<file path="src/rtl/shift_pkg.sv">
// shift_pkg
//   Shared definitions for the shift issue/capture stage:
//   - op-code encodings (bit 2 selects register amount, bits [1:0] the kind)
//   - shifter mode (aluc) encodings expected by the barrel shifter
//   - out_entry_t, one output-buffer entry {data, tag, err}
//   - op_to_aluc(), maps the op kind bits onto the shifter mode
package shift_pkg;

  localparam int unsigned DATA_W = 32;
  localparam int unsigned TAG_W  = 5;
  localparam int unsigned AMT_W  = 5;

  localparam logic [2:0] OP_SLL  = 3'b000;
  localparam logic [2:0] OP_SRL  = 3'b001;
  localparam logic [2:0] OP_SRA  = 3'b010;
  localparam logic [2:0] OP_SLLV = 3'b100;
  localparam logic [2:0] OP_SRLV = 3'b101;
  localparam logic [2:0] OP_SRAV = 3'b110;

  localparam logic [1:0] ALUC_SRA = 2'b00;
  localparam logic [1:0] ALUC_SRL = 2'b10;
  localparam logic [1:0] ALUC_SLL = 2'b01;

  typedef struct packed {
    logic [DATA_W-1:0] data;
    logic [TAG_W-1:0]  tag;
    logic              err;
  } out_entry_t;

  // Kind bits 2'b11 fall through to a left shift; they are only treated as
  // illegal by the caller when error reporting is built in.
  function automatic logic [1:0] op_to_aluc(input logic [1:0] kind);
    logic [1:0] aluc;
    aluc = ALUC_SLL;
    if (kind == OP_SRL[1:0]) begin
      aluc = ALUC_SRL;
    end else if (kind == OP_SRA[1:0]) begin
      aluc = ALUC_SRA;
    end
    return aluc;
  endfunction

endpackage

</file>
<file path="src/rtl/shift_out_fifo.sv">
// shift_out_fifo
//   Two-entry output buffer for shift results.
//   Ports:
//     clk, rst      - clock, synchronous active-high reset
//     flush         - empties the buffer (pointers and count to 0), no pop
//     push          - write push_entry at the tail (caller guarantees room,
//                     push with pop while full is allowed)
//     push_entry    - entry to write
//     pop           - drop the head entry
//     head_entry    - current head entry (entry storage resets to 0)
//     cnt           - registered occupancy, 0..2
module shift_out_fifo
  import shift_pkg::*;
(
  input  logic       clk,
  input  logic       rst,
  input  logic       flush,
  input  logic       push,
  input  out_entry_t push_entry,
  input  logic       pop,
  output out_entry_t head_entry,
  output logic [1:0] cnt
);

  out_entry_t mem_q [2];
  out_entry_t mem_d [2];
  logic       rd_q, rd_d;
  logic       wr_q, wr_d;
  logic [1:0] cnt_q, cnt_d;

  always_comb begin
    mem_d = mem_q;
    rd_d  = rd_q;
    wr_d  = wr_q;
    cnt_d = cnt_q;
    if (flush) begin
      rd_d  = 1'b0;
      wr_d  = 1'b0;
      cnt_d = '0;
    end else begin
      // When full, wr_q == rd_q, so a simultaneous push overwrites the slot
      // being popped while the head moves to the other slot.
      if (push) begin
        mem_d[wr_q] = push_entry;
        wr_d        = ~wr_q;
      end
      if (pop) begin
        rd_d = ~rd_q;
      end
      cnt_d = cnt_q + {1'b0, push} - {1'b0, pop};
    end
  end

  always_ff @(posedge clk) begin
    if (rst) begin
      for (int unsigned i = 0; i < 2; i++) begin
        mem_q[i] <= '0;
      end
      rd_q  <= 1'b0;
      wr_q  <= 1'b0;
      cnt_q <= '0;
    end else begin
      mem_q <= mem_d;
      rd_q  <= rd_d;
      wr_q  <= wr_d;
      cnt_q <= cnt_d;
    end
  end

  assign head_entry = mem_q[rd_q];
  assign cnt        = cnt_q;

endmodule

</file>
<file path="src/rtl/shift_issue_stage.sv">
// shift_issue_stage
//   Issue/capture stage around an external combinational 32-bit barrel
//   shifter. Decoded shift ops are accepted over in_valid/in_ready into the
//   issue slot S1, which drives the shifter directly; the shifter result is
//   captured into a 2-entry buffer drained via out_valid/out_ready.
//   Ports:
//     clk, rst            - clock, synchronous active-high reset
//     flush               - discard S1 and buffer contents
//     in_valid/in_ready   - input handshake
//     in_op               - op code (bit 2: amount from register)
//     in_data             - operand
//     in_amt_imm          - immediate amount
//     in_amt_reg          - register amount, only [4:0] used
//     in_tag              - destination tag
//     sh_a, sh_b, sh_aluc - shifter operand, amount, mode (from S1 flops)
//     sh_c                - shifter result, sampled when S1 advances
//     out_valid/out_ready - output handshake
//     out_data, out_tag   - head entry of the output buffer
//     out_err             - illegal-op flag (only with SHIFT_ERR_EN)
//   Build option: SHIFT_ERR_EN makes op kinds 2'b11 illegal; they push data 0
//   with err set and drive the shifter as SLL by 0.
module shift_issue_stage
  import shift_pkg::*;
#(
  parameter int unsigned DW = 32,
  parameter int unsigned TW = 5
) (
  input  logic          clk,
  input  logic          rst,
  input  logic          flush,
  input  logic          in_valid,
  output logic          in_ready,
  input  logic [2:0]    in_op,
  input  logic [DW-1:0] in_data,
  input  logic [4:0]    in_amt_imm,
  input  logic [DW-1:0] in_amt_reg,
  input  logic [TW-1:0] in_tag,
  output logic [31:0]   sh_a,
  output logic [4:0]    sh_b,
  output logic [1:0]    sh_aluc,
  input  logic [31:0]   sh_c,
  output logic          out_valid,
  input  logic          out_ready,
  output logic [DW-1:0] out_data,
  output logic [TW-1:0] out_tag
`ifdef SHIFT_ERR_EN
  ,
  output logic          out_err
`endif
);

  logic             s1_valid_q, s1_valid_d;
  logic [DW-1:0]    s1_a_q, s1_a_d;
  logic [AMT_W-1:0] s1_b_q, s1_b_d;
  logic [1:0]       s1_aluc_q, s1_aluc_d;
  logic [TW-1:0]    s1_tag_q, s1_tag_d;
  logic             s1_err_q, s1_err_d;

  logic             op_illegal;
  logic [AMT_W-1:0] dec_amt;
  logic [1:0]       dec_aluc;

  logic             accept;
  logic             pop;
  logic             s1_adv;
  logic [1:0]       fifo_cnt;
  out_entry_t       push_entry;
  out_entry_t       head_entry;

  logic             unused_amt_hi;
  assign unused_amt_hi = ^in_amt_reg[DW-1:AMT_W];

  // Decode
  always_comb begin
    op_illegal = 1'b0;
`ifdef SHIFT_ERR_EN
    op_illegal = (in_op[1:0] == 2'b11);
`endif
    dec_amt  = in_op[2] ? in_amt_reg[AMT_W-1:0] : in_amt_imm;
    dec_aluc = op_to_aluc(in_op[1:0]);
    if (op_illegal) begin
      dec_amt  = '0;
      dec_aluc = ALUC_SLL;
    end
  end

  // Handshake. in_ready reaches out_ready only through pop -> s1_adv.
  assign pop      = out_valid && out_ready;
  assign s1_adv   = s1_valid_q && ((fifo_cnt < 2'd2) || pop);
  assign in_ready = !flush && (!s1_valid_q || s1_adv);
  assign accept   = in_valid && in_ready;

  // Issue slot; payload holds its value while empty so sh_* stay stable.
  always_comb begin
    s1_valid_d = s1_valid_q;
    s1_a_d     = s1_a_q;
    s1_b_d     = s1_b_q;
    s1_aluc_d  = s1_aluc_q;
    s1_tag_d   = s1_tag_q;
    s1_err_d   = s1_err_q;
    if (flush) begin
      s1_valid_d = 1'b0;
    end else begin
      if (s1_adv) begin
        s1_valid_d = 1'b0;
      end
      if (accept) begin
        s1_valid_d = 1'b1;
        s1_a_d     = in_data;
        s1_b_d     = dec_amt;
        s1_aluc_d  = dec_aluc;
        s1_tag_d   = in_tag;
        s1_err_d   = op_illegal;
      end
    end
  end

  always_ff @(posedge clk) begin
    if (rst) begin
      s1_valid_q <= 1'b0;
      s1_a_q     <= '0;
      s1_b_q     <= '0;
      s1_aluc_q  <= ALUC_SRA;
      s1_tag_q   <= '0;
      s1_err_q   <= 1'b0;
    end else begin
      s1_valid_q <= s1_valid_d;
      s1_a_q     <= s1_a_d;
      s1_b_q     <= s1_b_d;
      s1_aluc_q  <= s1_aluc_d;
      s1_tag_q   <= s1_tag_d;
      s1_err_q   <= s1_err_d;
    end
  end

  assign sh_a    = s1_a_q;
  assign sh_b    = s1_b_q;
  assign sh_aluc = s1_aluc_q;

  // Capture
  always_comb begin
    push_entry.data = s1_err_q ? '0 : sh_c;
    push_entry.tag  = s1_tag_q;
    push_entry.err  = s1_err_q;
  end

  shift_out_fifo u_out_fifo (
    .clk        (clk),
    .rst        (rst),
    .flush      (flush),
    .push       (s1_adv),
    .push_entry (push_entry),
    .pop        (pop),
    .head_entry (head_entry),
    .cnt        (fifo_cnt)
  );

  assign out_valid = (fifo_cnt != 2'd0);
  assign out_data  = head_entry.data;
  assign out_tag   = head_entry.tag;

`ifdef SHIFT_ERR_EN
  assign out_err = head_entry.err;
`else
  logic unused_head_err;
  assign unused_head_err = head_entry.err;
`endif

endmodule

</file>
<file path="config.mk">
export PLATFORM = sky130hd
export DESIGN_NAME = shift_issue_stage
export DESIGN_NICKNAME = d
export VERILOG_FILES = /design/src/rtl/shift_pkg.sv /design/src/rtl/shift_out_fifo.sv /design/src/rtl/shift_issue_stage.sv
export SDC_FILE = /design/constraint.sdc
export NUM_CORES = 1
export LEC_CHECK = 0
export BUFFER_PORTS_ARGS = -buffer_cell sky130_fd_sc_hd__buf_4
export CORE_ASPECT_RATIO = 1.75
export CORE_MARGIN = 4
export CORE_UTILIZATION = 52
export CTS_BUF_LIST = sky130_fd_sc_hd__clkbuf_8
export CTS_CLUSTER_DIAMETER = 40
export CTS_CLUSTER_SIZE = 40
export DETAILED_ROUTE_END_ITERATION = 10
export PLACE_DENSITY_LB_ADDON = 0.08
export SLEW_MARGIN = 20
export SYNTH_ARGS = -nofsm -noshare
export SYNTH_HDL_FRONTEND = slang
export SYNTH_SLANG_ARGS = --single-unit
</file>
<file path="constraint.sdc">
create_clock -name clk -period 1.8 [get_ports clk]
set_input_delay 0 -clock clk [delete_from_list [all_inputs] [get_ports clk]]
set_output_delay 0 -clock clk [all_outputs]
set_load 0.01 [all_outputs]
</file>
# Yosys cells after proc, flatten, opt, wreduce, memory -nomap -nowiden

Index checks and enable logic that the tools add are counted.

Add/sub/neg operators: 2
Order comparisons: 4
Equality and inequality tests: 2
Mux-type cells: 11
Bitwise operators: 5
Reduce and logical (&&, ||, !) cells: 14

Operator list:

| kind               | count |
|---|---|
| $mux 38            | 4 |
| $bwmux 76          | 1 |
| $demux 38 s1       | 1 |
| $logic_and 1x1->1  | 5 |
| $mux 5             | 1 |
| $ge 2x2->1 const B | 2 |
| $not 1->2          | 2 |
| $reduce_and 2->1   | 2 |
| $reduce_bool 2->1  | 2 |
| $mux 1             | 3 |
| $not 1->1          | 3 |
| $add 2x1->2        | 1 |
| $eq 2x1->1 const B | 1 |
| $eq 2x2->1 const B | 1 |
| $logic_not 1->1    | 2 |
| $logic_or 1x1->1   | 2 |
| $lt 2x1->1 const B | 1 |
| $lt 2x2->1 const B | 1 |
| $mux 2             | 1 |
| $reduce_or 2->1    | 1 |
| $sub 2x1->2        | 1 |

Register bits after elaboration: 125
Bits of input ports: 114
Output and inout bits: 78
Logic and storage cells: 52

# Longest topological paths before layout

Gate-level depths: netlist of run 1.

Depth in word-level cells: 8
Depth in mapped cells: 6
Gate-level depth less buffers: 5

# Cells and area by module

A second synthesis of run 1 with hierarchy kept.

Cell total of the unflattened synthesis: 564
Area, all modules: 5620.4 sq um

By module, submodules not included:

| module            | instances | cells an instance | area each (sq um) | sequential area each (sq um) |
|---|---|---|---|---|
| shift_out_fifo    | 1         | 348               | 3783.6            | 1601.5 |
| shift_issue_stage | 1         | 216               | 1836.8            | 900.9 |

# Worst setup path before layout of run 1

Ideal clock, no wire load.

Path kind: reg-to-reg
From: reg u_out_fifo.cnt_q[1], in the netlist u_out_fifo.cnt[1]
To: reg u_out_fifo.mem_q[39] in the netlist's numbering
Arrival: 1.393 ns
Setup slack: 0.287 ns
Stages on the path, launching flop included: 7
Clock period less this slack: 1.513 ns
Cells stage by stage: dfxtp_1 -> nor2b_4 -> buf_6 -> or4_1 -> buf_6 -> buf_6 -> mux2i_1

Longest elaborated chain between the ends: 5

RTL lines:

| item                                                               | line                    | RTL |
|---|---|---|
| from (decl)                                                        | shift_out_fifo.sv:29    | `logic [1:0] cnt_q, cnt_d;` |
| from (signal assigned)                                             | shift_out_fifo.sv:66    | `cnt_q <= cnt_d;` |
| parallel branches: the longest is 2 deep, another holds $lt 2x2->1 | n/a                     |  |
| $logic_or 1x1->1 *                                                 | shift_issue_stage.sv:89 | `assign s1_adv = s1_valid_q && ((fifo_cnt < 2'd2) \|\| pop);` |
| $logic_and 1x1->1 *                                                | shift_issue_stage.sv:89 |  |
| $reduce_and 2->1 (no line) *                                       | n/a                     |  |
| to (signal assigned)                                               | shift_out_fifo.sv:63    | `mem_q <= mem_d;` |
| to (decl)                                                          | shift_out_fifo.sv:25    | `out_entry_t mem_q [2];` |

Every way passes the cells marked *.
A chain may end at the register's enable or synchronous reset.

# Final worst setup path of run 1

From: reg s1_valid_q
To: reg u_out_fifo.mem_q[73] in the netlist's numbering

Longest elaborated chain between the ends: 2

RTL lines:

| item                       | line                     | RTL |
|---|---|---|
| from (decl)                | shift_issue_stage.sv:52  | `logic s1_valid_q, s1_valid_d;` |
| from (signal assigned)     | shift_issue_stage.sv:127 | `s1_valid_q <= s1_valid_d;` |
| $logic_and 1x1->1          | shift_issue_stage.sv:89  |  |
| $reduce_and 2->1 (no line) | n/a                      |  |

No other way between the ends.

==> reports/metrics.csv, run 1 <==
stage,metric,value,unit
run_status,status,completed,
sta,hold_viol_final,0,
floorplanning,ios,192,
placement,place_area,0.00709,mm^2
yosys,synthArstFlopShare,0,%
worst_setup_path,cpPeakStageDelay,0.70,ns
cts,cts_num_sinks,123,
sta,setup_ws,0.125,ns
sta,tns,0,ns
yosys,synth-seq-area-share,43.1,%
yosys,ys_types,29,
placement,port_buffers,164,
hold_path,hold_depth,5,
global_routing,antenna_found_initial,0,
sta,fin_skew,0.00737,ns
finish,multi_input_area,0.00303,mm^2
placement,place_congestion,0.753,
finish,mostFrequentLayoutCells,"nand2b_1 (184), buf_4 (170), dfxtp_1 (122), mux2i_1 (120), dlygate4sd3_1 (83)",
sta,relSlewSlack,55.7,%
global_routing,grt_max_degree,91,
power_and_ir_drop,p_total,6.02,mW
sta,final.min_clock_period,1.67,ns
yosys,synth_edf_count,0,
floorplanning,die_w,87.2,um
cts,cts_buffers,17,
yosys,syn_nets,662,
worst_setup_path,crit_type,reg -> reg,
finish,register_area,0.00247,mm^2
cts,ctsHtreeMaxLevel,4,
worst_setup_path,path_depth,4,
power_and_ir_drop,ir_worst_vdd,0.000638,V
finish,final_cells,928,
finish,stdcell_area,0.00833,mm^2
route,drt_iter0_markers,171,
finish,antenna_cells,0,
floorplanning,start_util,53.4,%
worst_setup_path,cp_slowest_cell,or4_2,
finish,nFillCells,708,
worst_setup_path,crit_chain,"inv_2, or4_2, buf_12, mux2i_1",
finish,finish.utilization,77.9,%
worst_setup_path,arrival,1.97,ns
route,wl,14000,um
run,drv.max_cap_violation_count,0,
sta,tightest_slew,0.664,ns
route,drt_first_pass_iters,4,
floorplanning,dieArea,0.0128,mm^2
finish,drive_gt1_share,31.7,%
cts,clockBufferDepth,2,
cts,clk_latency,0.42,ns
yosys,synth-main-ff-cell,dfxtp_1,
placement,place_inst,813,
worst_setup_path,worstPathMaxFanout,27,
placement,dpl.hpwl,9230,um
finish,final_nets,901,
yosys,netlist_area,0.00571,mm^2
route,routedWlPerCell,15.1,um
worst_setup_path,start_kind,flop,
route,via_per_inst,5.00,
floorplanning,rows,50,
sta,setup_viol,0,
floorplanning,core,0.0107,mm^2
finish,mostFrequentLayoutCell,nand2b_1,
cts,clk_pin_slew_worst_paths,0.07,ns
yosys,synth_cells,546,
route,drt_drc_violations_left,0,
hold_path,hold_class,in -> reg,
floorplanning,die_y,147,um
route,vias,4642,
yosys,ys_seq_elements,123,
cts,cts_tree,built,
global_routing,grt_pass1_wl,23000,um
global_routing,overflow,0,
sta,timing.final.crit_share,93.0,%
sta,maxSlewViolCount,0,
worst_setup_path,worst-path-buf-inv,2,
global_routing,grt_pass1_vias,4998,
route,ant_nets,0,
power_and_ir_drop,cellPowerDensity,723,mW/mm^2
finish,area_growth,45.8,%
placement,dpl_worst_slack,0.134,ns
worst_setup_path,cp-end-kind,flop,
yosys,postSynthAreaPerCell,10.5,um^2
cts,root_buffer,clkbuf_8,
sta,rsz0062_at_grt,false,
yosys,ys_warn_count,0,
sta,fmax,597,MHz
worst_setup_path,r2r_cells,4,
power_and_ir_drop,leakage,3.71,nW
global_routing,track_usage,22.4,%
worst_setup_path,cp.required,2.10,ns
worst_setup_path,crit_family,simple AND/OR/NAND/NOR gates,
sta,holdWs,0.0618,ns
## worst register-to-register path: cells and delay by family, from the launching register on
kind,cells,cell delay (ns)
buf+inv,2,0.31
flops,1,0.38
mux,1,0.16
simple gates,1,0.70
## power by group
group / switching (mW) / total (mW) / internal (mW)
Clock: 1.07 / 2.44 / 1.37
Sequential: 0.0359 / 2.82 / 2.78
Combinational: 0.279 / 0.758 / 0.479
Total: 1.39 / 6.02 / 4.63
## registers in the layout, indices dropped and copies added, names as in the netlist
name / flops
s1_tag_q: 5
sh_aluc: 2
u_out_fifo.cnt: 2
sh_b: 5
sh_a: 32
u_out_fifo.mem_q: 74
u_out_fifo.wr_q: 1
u_out_fifo.rd_q: 1
s1_valid_q: 1
## repair_timing
action | in CTS | in global routing
setup endpoints to repair | 0 | 4
hold buffers | 83 | 0
buffers inserted | 0 | 0
gates resized for setup | 0 | 1
endpoints found under the hold margin | 113 | 0
## path summary, 6_finish.rpt
kind	start	to	slack (ns)
setup / recovery	s1_valid_q	u_out_fifo.mem_q[73]	0.13
hold / removal	in_op[1]	sh_aluc[0]	0.06
setup reg to reg	s1_valid_q	u_out_fifo.mem_q[73]	0.13
hold reg to reg	u_out_fifo.mem_q[20]	u_out_fifo.mem_q[20]	0.47
## cell type report
type / count / share of cell area (%)
multi-input combinational: 379 / 36.4
sequential: 123 / 29.6
timing repair buffer: 260 / 27.0
clock buffer: 21 / 3.47
tap: 130 / 1.95
clock inverter: 11 / 1.41
inverter: 4 / 0.180
## cells in the mapped netlist (3+ instances only)
master | n | area share (%)
a21oi_1 | 8 | 0.70
nand2b_1 | 184 | 20
inv_1 | 3 | 0.20
dfxtp_1 | 123 | 43
mux2i_1 | 120 | 21
buf_4 | 3 | 0.39
mux2_2 | 37 | 7.3
nand2_1 | 3 | 0.20
clkbuf_1 | 24 | 1.6
buf_6 | 5 | 0.99
buf_2 | 6 | 0.53
a211oi_1 | 5 | 0.66
## routing by layer
metal | GRT usage [%] | vias to the layer above | part of all wire, %
li1 | - | 2298 | -
met1 | 23.7 | 2175 | 38
met2 | 39.6 | 139 | 52
met3 | 7.34 | 30 | 7.0
met4 | 9.60 | 0 | 2.6
met5 | 0 | - | 0
## cells by family after synthesis
group | share of synthesized area (%)
adders and majority gates | 0.438
and+or+nand+nor | 22.5
buffers and inverters | 3.88
xor gates and xnor gates | 0.153
muxes | 28.3
DFF | 43.1
AOI/OAI and AO/OA | 1.66
Power figures use the tool's default switching activity.
==> run 2, diff against run 1 <==
--- a/config.mk
+++ b/config.mk
@@ -5,7 +5,7 @@
 export SDC_FILE = /design/constraint.sdc
 export NUM_CORES = 1
 export LEC_CHECK = 0
-export BUFFER_PORTS_ARGS = -buffer_cell sky130_fd_sc_hd__buf_4
+export BUFFER_PORTS_ARGS = -buffer_cell sky130_fd_sc_hd__buf_2
 export CORE_ASPECT_RATIO = 1.75
 export CORE_MARGIN = 4
 export CORE_UTILIZATION = 52
==> run 2 against run 1 <==
Net effect:
- design area shrank 6.5%
- first-iteration DRC count shrank 27%
- setup slack lost 0.023 ns
- die area is the same
- fmax shrank 1.4%
- non-clock buffer count is the same
- sequential power is essentially flat
- final cell count shrank 0.11%
- register-to-register slack lost 0.02 ns
- combinational power shrank 12%
- largest power group unchanged
==> reports/metrics.csv, run 2 (synthesized netlist as in run 1, its figures left out) <==
stage,metric,value,unit,change
finish,drive_gt1_share,31.4,%,was 31.7%
sta,tightest_slew,0.733,ns,was 0.664 ns
worst_setup_path,r2r_start,s1_valid_q,,unchanged
sta,rsz0062_at_grt,false,,unchanged
sta,holdWs,0.0255,ns,was 0.0618 ns
cts,cts_tree,built,,unchanged
route,ant_nets,0,,unchanged
floorplanning,core,0.0107,mm^2,unchanged
floorplanning,die_w,87.2,um,unchanged
cts,cts_buffers,17,,unchanged
sta,final.min_clock_period,1.70,ns,was 1.67 ns
route,drt_iter0_markers,125,,was 171
placement,place_congestion,0.772,,was 0.753
sta,setup_viol,0,,unchanged
worst_setup_path,worst-path-buf-inv,2,,unchanged
sta,fin_skew,0.00915,ns,was 0.00737 ns
worst_setup_path,path_depth,4,,unchanged
power_and_ir_drop,leakage,3.60,nW,was 3.71 nW
worst_setup_path,crit_family,simple AND/OR/NAND/NOR gates,,unchanged
placement,port_buffers,164,,unchanged
finish,final_nets,901,,unchanged
sta,timing.final.crit_share,94.4,%,was 93.0%
worst_setup_path,cpPeakStageDelay,0.68,ns,was 0.70 ns
finish,largest_reg_flops,74,,unchanged
finish,final_cells,927,,was 928
global_routing,track_usage,22.2,%,was 22.4%
placement,dpl.hpwl,9060,um,was 9230 um
floorplanning,rows,50,,unchanged
worst_setup_path,cp-end-kind,flop,,unchanged
route,vias,4626,,was 4642
power_and_ir_drop,ir_worst_vdd,0.000516,V,was 0.000638 V
sta,relSlewSlack,51.2,%,was 55.7%
worst_setup_path,crit_type,reg -> reg,,unchanged
cts,clk_latency,0.43,ns,was 0.42 ns
worst_setup_path,r2r_cells,4,,unchanged
cts,cts_setup_buffers,0,,unchanged
worst_setup_path,worstPathMaxFanout,23,,was 27
route,via_per_inst,4.99,,was 5.00
finish,nFillCells,798,,was 708
finish,finish.utilization,72.8,%,was 77.9%
worst_setup_path,arrival,2.00,ns,was 1.97 ns
worst_setup_path,cp.required,2.10,ns,about the same
hold_path,hold_class,in -> reg,,unchanged
worst_setup_path,reg2reg_to,u_out_fifo.mem_q[50],,was u_out_fifo.mem_q[73]
global_routing,grt_pass1_wl,22600,um,was 23000 um
route,routedWlPerCell,14.8,um,was 15.1 um
sta,tns,0,ns,unchanged
sta,hold_viol_final,0,,unchanged
cts,clk_pin_slew_worst_paths,0.07,ns,about the same
global_routing,grt_pass1_vias,4882,,was 4998
global_routing,overflow,0,,unchanged
run_status,status,completed,,unchanged
finish,mostFrequentLayoutCells,"nand2b_1 (184), buf_2 (163), dfxtp_1 (122), mux2i_1 (120), dlygate4sd3_1 (82)",,"was nand2b_1 (184), buf_4 (170), dfxtp_1 (122), mux2i_1 (120), dlygate4sd3_1 (83)"
finish,mostFrequentLayoutCell,nand2b_1,,unchanged
worst_setup_path,start_kind,flop,,unchanged
worst_setup_path,crit_start,s1_valid_q,,unchanged
route,drt_drc_violations_left,0,,unchanged
finish,antenna_cells,0,,unchanged
cts,root_buffer,clkbuf_8,,unchanged
placement,place_inst,814,,was 813
floorplanning,ios,192,,unchanged
floorplanning,die_y,147,um,unchanged
global_routing,grt_max_degree,99,,was 91
finish,top_register,u_out_fifo.mem_q,,unchanged
cts,clockBufferDepth,2,,unchanged
worst_setup_path,r2r_slack,0.10,ns,was 0.13 ns
floorplanning,start_util,53.4,%,unchanged
route,wl,13800,um,was 14000 um
floorplanning,dieArea,0.0128,mm^2,unchanged
sta,maxSlewViolCount,0,,unchanged
worst_setup_path,cp_slowest_cell,or4_2,,unchanged
global_routing,antenna_found_initial,0,,unchanged
worst_setup_path,critPathCapture,u_out_fifo.mem_q[50],,was u_out_fifo.mem_q[73]
sta,fmax,589,MHz,was 597 MHz
worst_setup_path,crit_chain,"inv_2, or4_2, buf_6, mux2i_1",,"was inv_2, or4_2, buf_12, mux2i_1"
run,drv.max_cap_violation_count,0,,unchanged
power_and_ir_drop,cellPowerDensity,700,mW/mm^2,was 723 mW/mm^2
route,drt_first_pass_iters,4,,unchanged
cts,cts_num_sinks,123,,unchanged
finish,area_growth,36.3,%,was 45.8%
cts,ctsHtreeMaxLevel,4,,unchanged
## run 2: cell type report
type | count | area (um^2) | share of cell area, %
multi-input cells | 379 | 3030 | 38.9
flip-flops and latches | 123 | 2460 | 31.6
repair buffers | 260 | 1800 | 23.1
clock buffers | 18 | 248 | 3.18
well taps | 130 | 163 | 2.09
clock inverters | 13 | 65.1 | 0.835
inverters | 4 | 15.0 | 0.193
## run 2: worst min-delay path, delay by kind of cell
kind	cells	cell delay, ns
buf+inv	2	0.11
mux	1	0.06
fa+ha+maj	1	0.16
simple gates	1	0.06
## run 2: timing repair
action,in CTS,in global routing
endpoints found under the setup margin,0,10
hold endpoints to repair,110,0
hold buffers,82,0
gates resized for setup,0,1
## run 2: layer usage
layer  track usage (%)  share of wire [%]  vias up
met5                 0                  0        -
met4              10.2                3.2        0
met3              6.89                6.6       36
met2              38.6                 52      147
met1              23.7                 38     2149
li1                  -                  -     2294
## run 2: metrics by stage
stage	worst slack, ns	cell area [um^2]	power [mW]
after floorplan	0.287	5710	3.18
after global placement	0.0998	6650	3.38
after detailed placement	0.0538	6650	3.40
after CTS	0.0410	7790	5.52
after global routing	0.0299	7790	5.71
final	0.102	7790	5.45
## run 2: where the power goes
part,switching (mW),internal (mW)
Clock,1.03,0.938
Sequential,0.0324,2.79
Combinational,0.273,0.397
## run 2: worst min-delay path by stage
stage	startpoint	endpoint	cells past startpoint
floorplan	flush	in_ready	1
global placement	in_data[30]	sh_a[30]	3
detailed placement	in_data[7]	sh_a[7]	3
CTS	in_op[1]	sh_aluc[1]	5
global route	in_op[1]	sh_aluc[0]	5
finish	in_op[1]	sh_aluc[1]	5
==> run 3, diff against run 2 <==
--- a/config.mk
+++ b/config.mk
@@ -8,7 +8,7 @@
 export BUFFER_PORTS_ARGS = -buffer_cell sky130_fd_sc_hd__buf_2
 export CORE_ASPECT_RATIO = 1.75
 export CORE_MARGIN = 4
-export CORE_UTILIZATION = 52
+export CORE_UTILIZATION = 47
 export CTS_BUF_LIST = sky130_fd_sc_hd__clkbuf_8
 export CTS_CLUSTER_DIAMETER = 40
 export CTS_CLUSTER_SIZE = 40
==> run 3 against run 2 <==
Net effect:
- fmax rose by 1.1%
- die area is 9.8% higher
- power up 14%
- register-to-register slack improved by 0.02 ns
- first-iteration DRC count down 1.6%
- global-route usage down 2.3 points
- combinational power down 0.9%
- hold slack better by 0.0078 ns
- largest cell class unchanged
==> reports/metrics.csv, run 3 (synthesized netlist as in run 1, its figures left out) <==
stage,metric,value,unit,change
worst_setup_path,cp-end-kind,flop,,unchanged
sta,hold_viol_final,0,,unchanged
finish,area_growth,39.3,%,was 36.3%
finish,final_nets,901,,unchanged
cts,cts_setup_buffers,0,,unchanged
power_and_ir_drop,internal-power,4.77,mW,was 4.12 mW
finish,drive_gt1_share,32.0,%,was 31.4%
worst_setup_path,worstPathMaxFanout,20,,was 23
sta,fin_skew,0.0174,ns,was 0.00915 ns
cts,clk_pin_slew_worst_paths,0.07,ns,about the same
floorplanning,rows,53,,was 50
power_and_ir_drop,p_total,6.21,mW,was 5.45 mW
power_and_ir_drop,ir_worst_vdd,0.000559,V,was 0.000516 V
finish,nFillCells,950,,was 798
floorplanning,die_w,91.4,um,was 87.2 um
global_routing,overflow,0,,unchanged
floorplanning,dieArea,0.0141,mm^2,was 0.0128 mm^2
global_routing,grt_max_degree,91,,was 99
floorplanning,core,0.0119,mm^2,was 0.0107 mm^2
power_and_ir_drop,pwr-share-seq,45.3,%,was 51.7%
route,drt_first_pass_iters,4,,unchanged
worst_setup_path,cp.required,2.10,ns,about the same
cts,cts_tree,built,,unchanged
global_routing,antenna_found_initial,0,,unchanged
finish,mostFrequentLayoutCells,"nand2b_1 (184), buf_2 (163), dfxtp_1 (122), mux2i_1 (120), dlygate4sd3_1 (82)",,unchanged
sta,relSlewSlack,54.3,%,was 51.2%
run_status,status,completed,,unchanged
sta,tns,0,ns,unchanged
placement,dpl.hpwl,8870,um,was 9060 um
global_routing,track_usage,19.8,%,was 22.2%
global_routing,grt_pass1_vias,4825,,was 4882
worst_setup_path,arrival,1.98,ns,was 2.00 ns
cts,clk_latency,0.43,ns,about the same
sta,fmax,596,MHz,was 589 MHz
finish,largest_reg_flops,74,,unchanged
global_routing,grt_pass1_wl,22800,um,was 22600 um
finish,antenna_cells,0,,unchanged
worst_setup_path,crit_type,reg -> reg,,unchanged
route,routedWlPerCell,14.6,um,was 14.8 um
route,drt_iter0_markers,123,,was 125
worst_setup_path,start_kind,flop,,unchanged
power_and_ir_drop,p_clk_share,44.0,%,was 36.1%
power_and_ir_drop,combPwrFrac,10.7,%,was 12.3%
sta,tightest_slew,0.685,ns,was 0.733 ns
route,vias,4518,,was 4626
power_and_ir_drop,cellPowerDensity,780,mW/mm^2,was 700 mW/mm^2
cts,cts_num_sinks,123,,unchanged
sta,rsz0062_at_grt,false,,unchanged
cts,cts_buffers,17,,unchanged
power_and_ir_drop,switching_share,23.2,%,was 24.5%
sta,final.min_clock_period,1.68,ns,was 1.70 ns
floorplanning,die_y,154,um,was 147 um
cts,clockBufferDepth,2,,unchanged
placement,port_buffers,164,,unchanged
power_and_ir_drop,p_sw,1.44,mW,was 1.33 mW
route,via_per_inst,4.83,,was 4.99
route,wl,13600,um,was 13800 um
cts,root_buffer,clkbuf_8,,unchanged
placement,place_congestion,0.742,,was 0.772
sta,maxSlewViolCount,0,,unchanged
sta,holdWs,0.0333,ns,was 0.0255 ns
power_and_ir_drop,leakage,3.65,nW,was 3.60 nW
finish,finish.utilization,66.7,%,was 72.8%
hold_path,hold_class,in -> reg,,unchanged
floorplanning,start_util,47.9,%,was 53.4%
route,drt_drc_violations_left,0,,unchanged
run,drv.max_cap_violation_count,0,,unchanged
cts,ctsHtreeMaxLevel,4,,unchanged
finish,top_register,u_out_fifo.mem_q,,unchanged
sta,setup_viol,0,,unchanged
sta,timing.final.crit_share,93.3,%,was 94.4%
finish,mostFrequentLayoutCell,nand2b_1,,unchanged
floorplanning,ios,192,,unchanged
route,ant_nets,0,,unchanged
-- run 3: metal layers --
layer | up-vias | track usage [%] | routed length, um
li1 | 2286 | - | -
met1 | 2099 | 21.6 | 5520
met2 | 123 | 36.6 | 7180
met3 | 10 | 5.63 | 758
met4 | 0 | 6.12 | 187
met5 | - | 0 | 0
-- run 3: power by group through the flow --
stage	Sequential [mW]	Combinational [mW]	Clock (mW)
6_report	2.81	0.663	2.74
5_1_grt	2.82	0.726	2.93
4_1_cts	2.81	0.662	2.81
3_5_place_dp	2.88	0.521	0
3_3_place_gp	2.87	0.509	0
2_1_floorplan	2.90	0.285	0
-- run 3: worst max-delay path, stage by stage (launching register included) --
cell	delay, ns
dfxtp_1	0.38
inv_2	0.09
or4_2	0.73
buf_12	0.22
mux2i_1	0.13
-- run 3: final timing paths --
kind | slack [ns] | end | cells past startpoint | start
worst max-delay path | 0.12 | u_out_fifo.mem_q[39] | 4 | s1_valid_q
worst min-delay path | 0.03 | u_out_fifo.cnt[0] | 4 | out_ready
worst max register to register | 0.12 | u_out_fifo.mem_q[39] | 4 | s1_valid_q
worst min register to register | 0.47 | u_out_fifo.mem_q[22] | 2 | u_out_fifo.mem_q[22]
-- run 3: layout make-up --
type	count	area (um^2)	area share (%)
clock inverter	13	191	2.40
tap	137	171	2.15
multi-input combinational	379	3030	38.1
timing repair buffer	260	1820	22.9
inverter	4	15.0	0.189
sequential	123	2470	31.0
clock buffer	19	262	3.28
-- run 3: stage by stage --
| stage | cells | cell area (um^2) | setup WS, ns |
|---|---|---|---|
| 5_1_grt | 935 | 7960 | 0.0435 |
| 4_1_cts | 935 | 7960 | 0.0227 |
| 6_report | 935 | 7960 | 0.121 |
| 3_5_place_dp | 821 | 6690 | 0.131 |
| 2_1_floorplan | 546 | 5710 | 0.287 |
| 3_3_place_gp | 821 | 6690 | 0.164 |
-- run 3: what timing repair did --
| action | in CTS | in global routing |
|---|---|---|
| setup endpoints to repair | 0 | 9 |
| resized for setup | 0 | 1 |
| endpoints found under the hold margin | 113 | 0 |
| hold buffers | 82 | 0 |
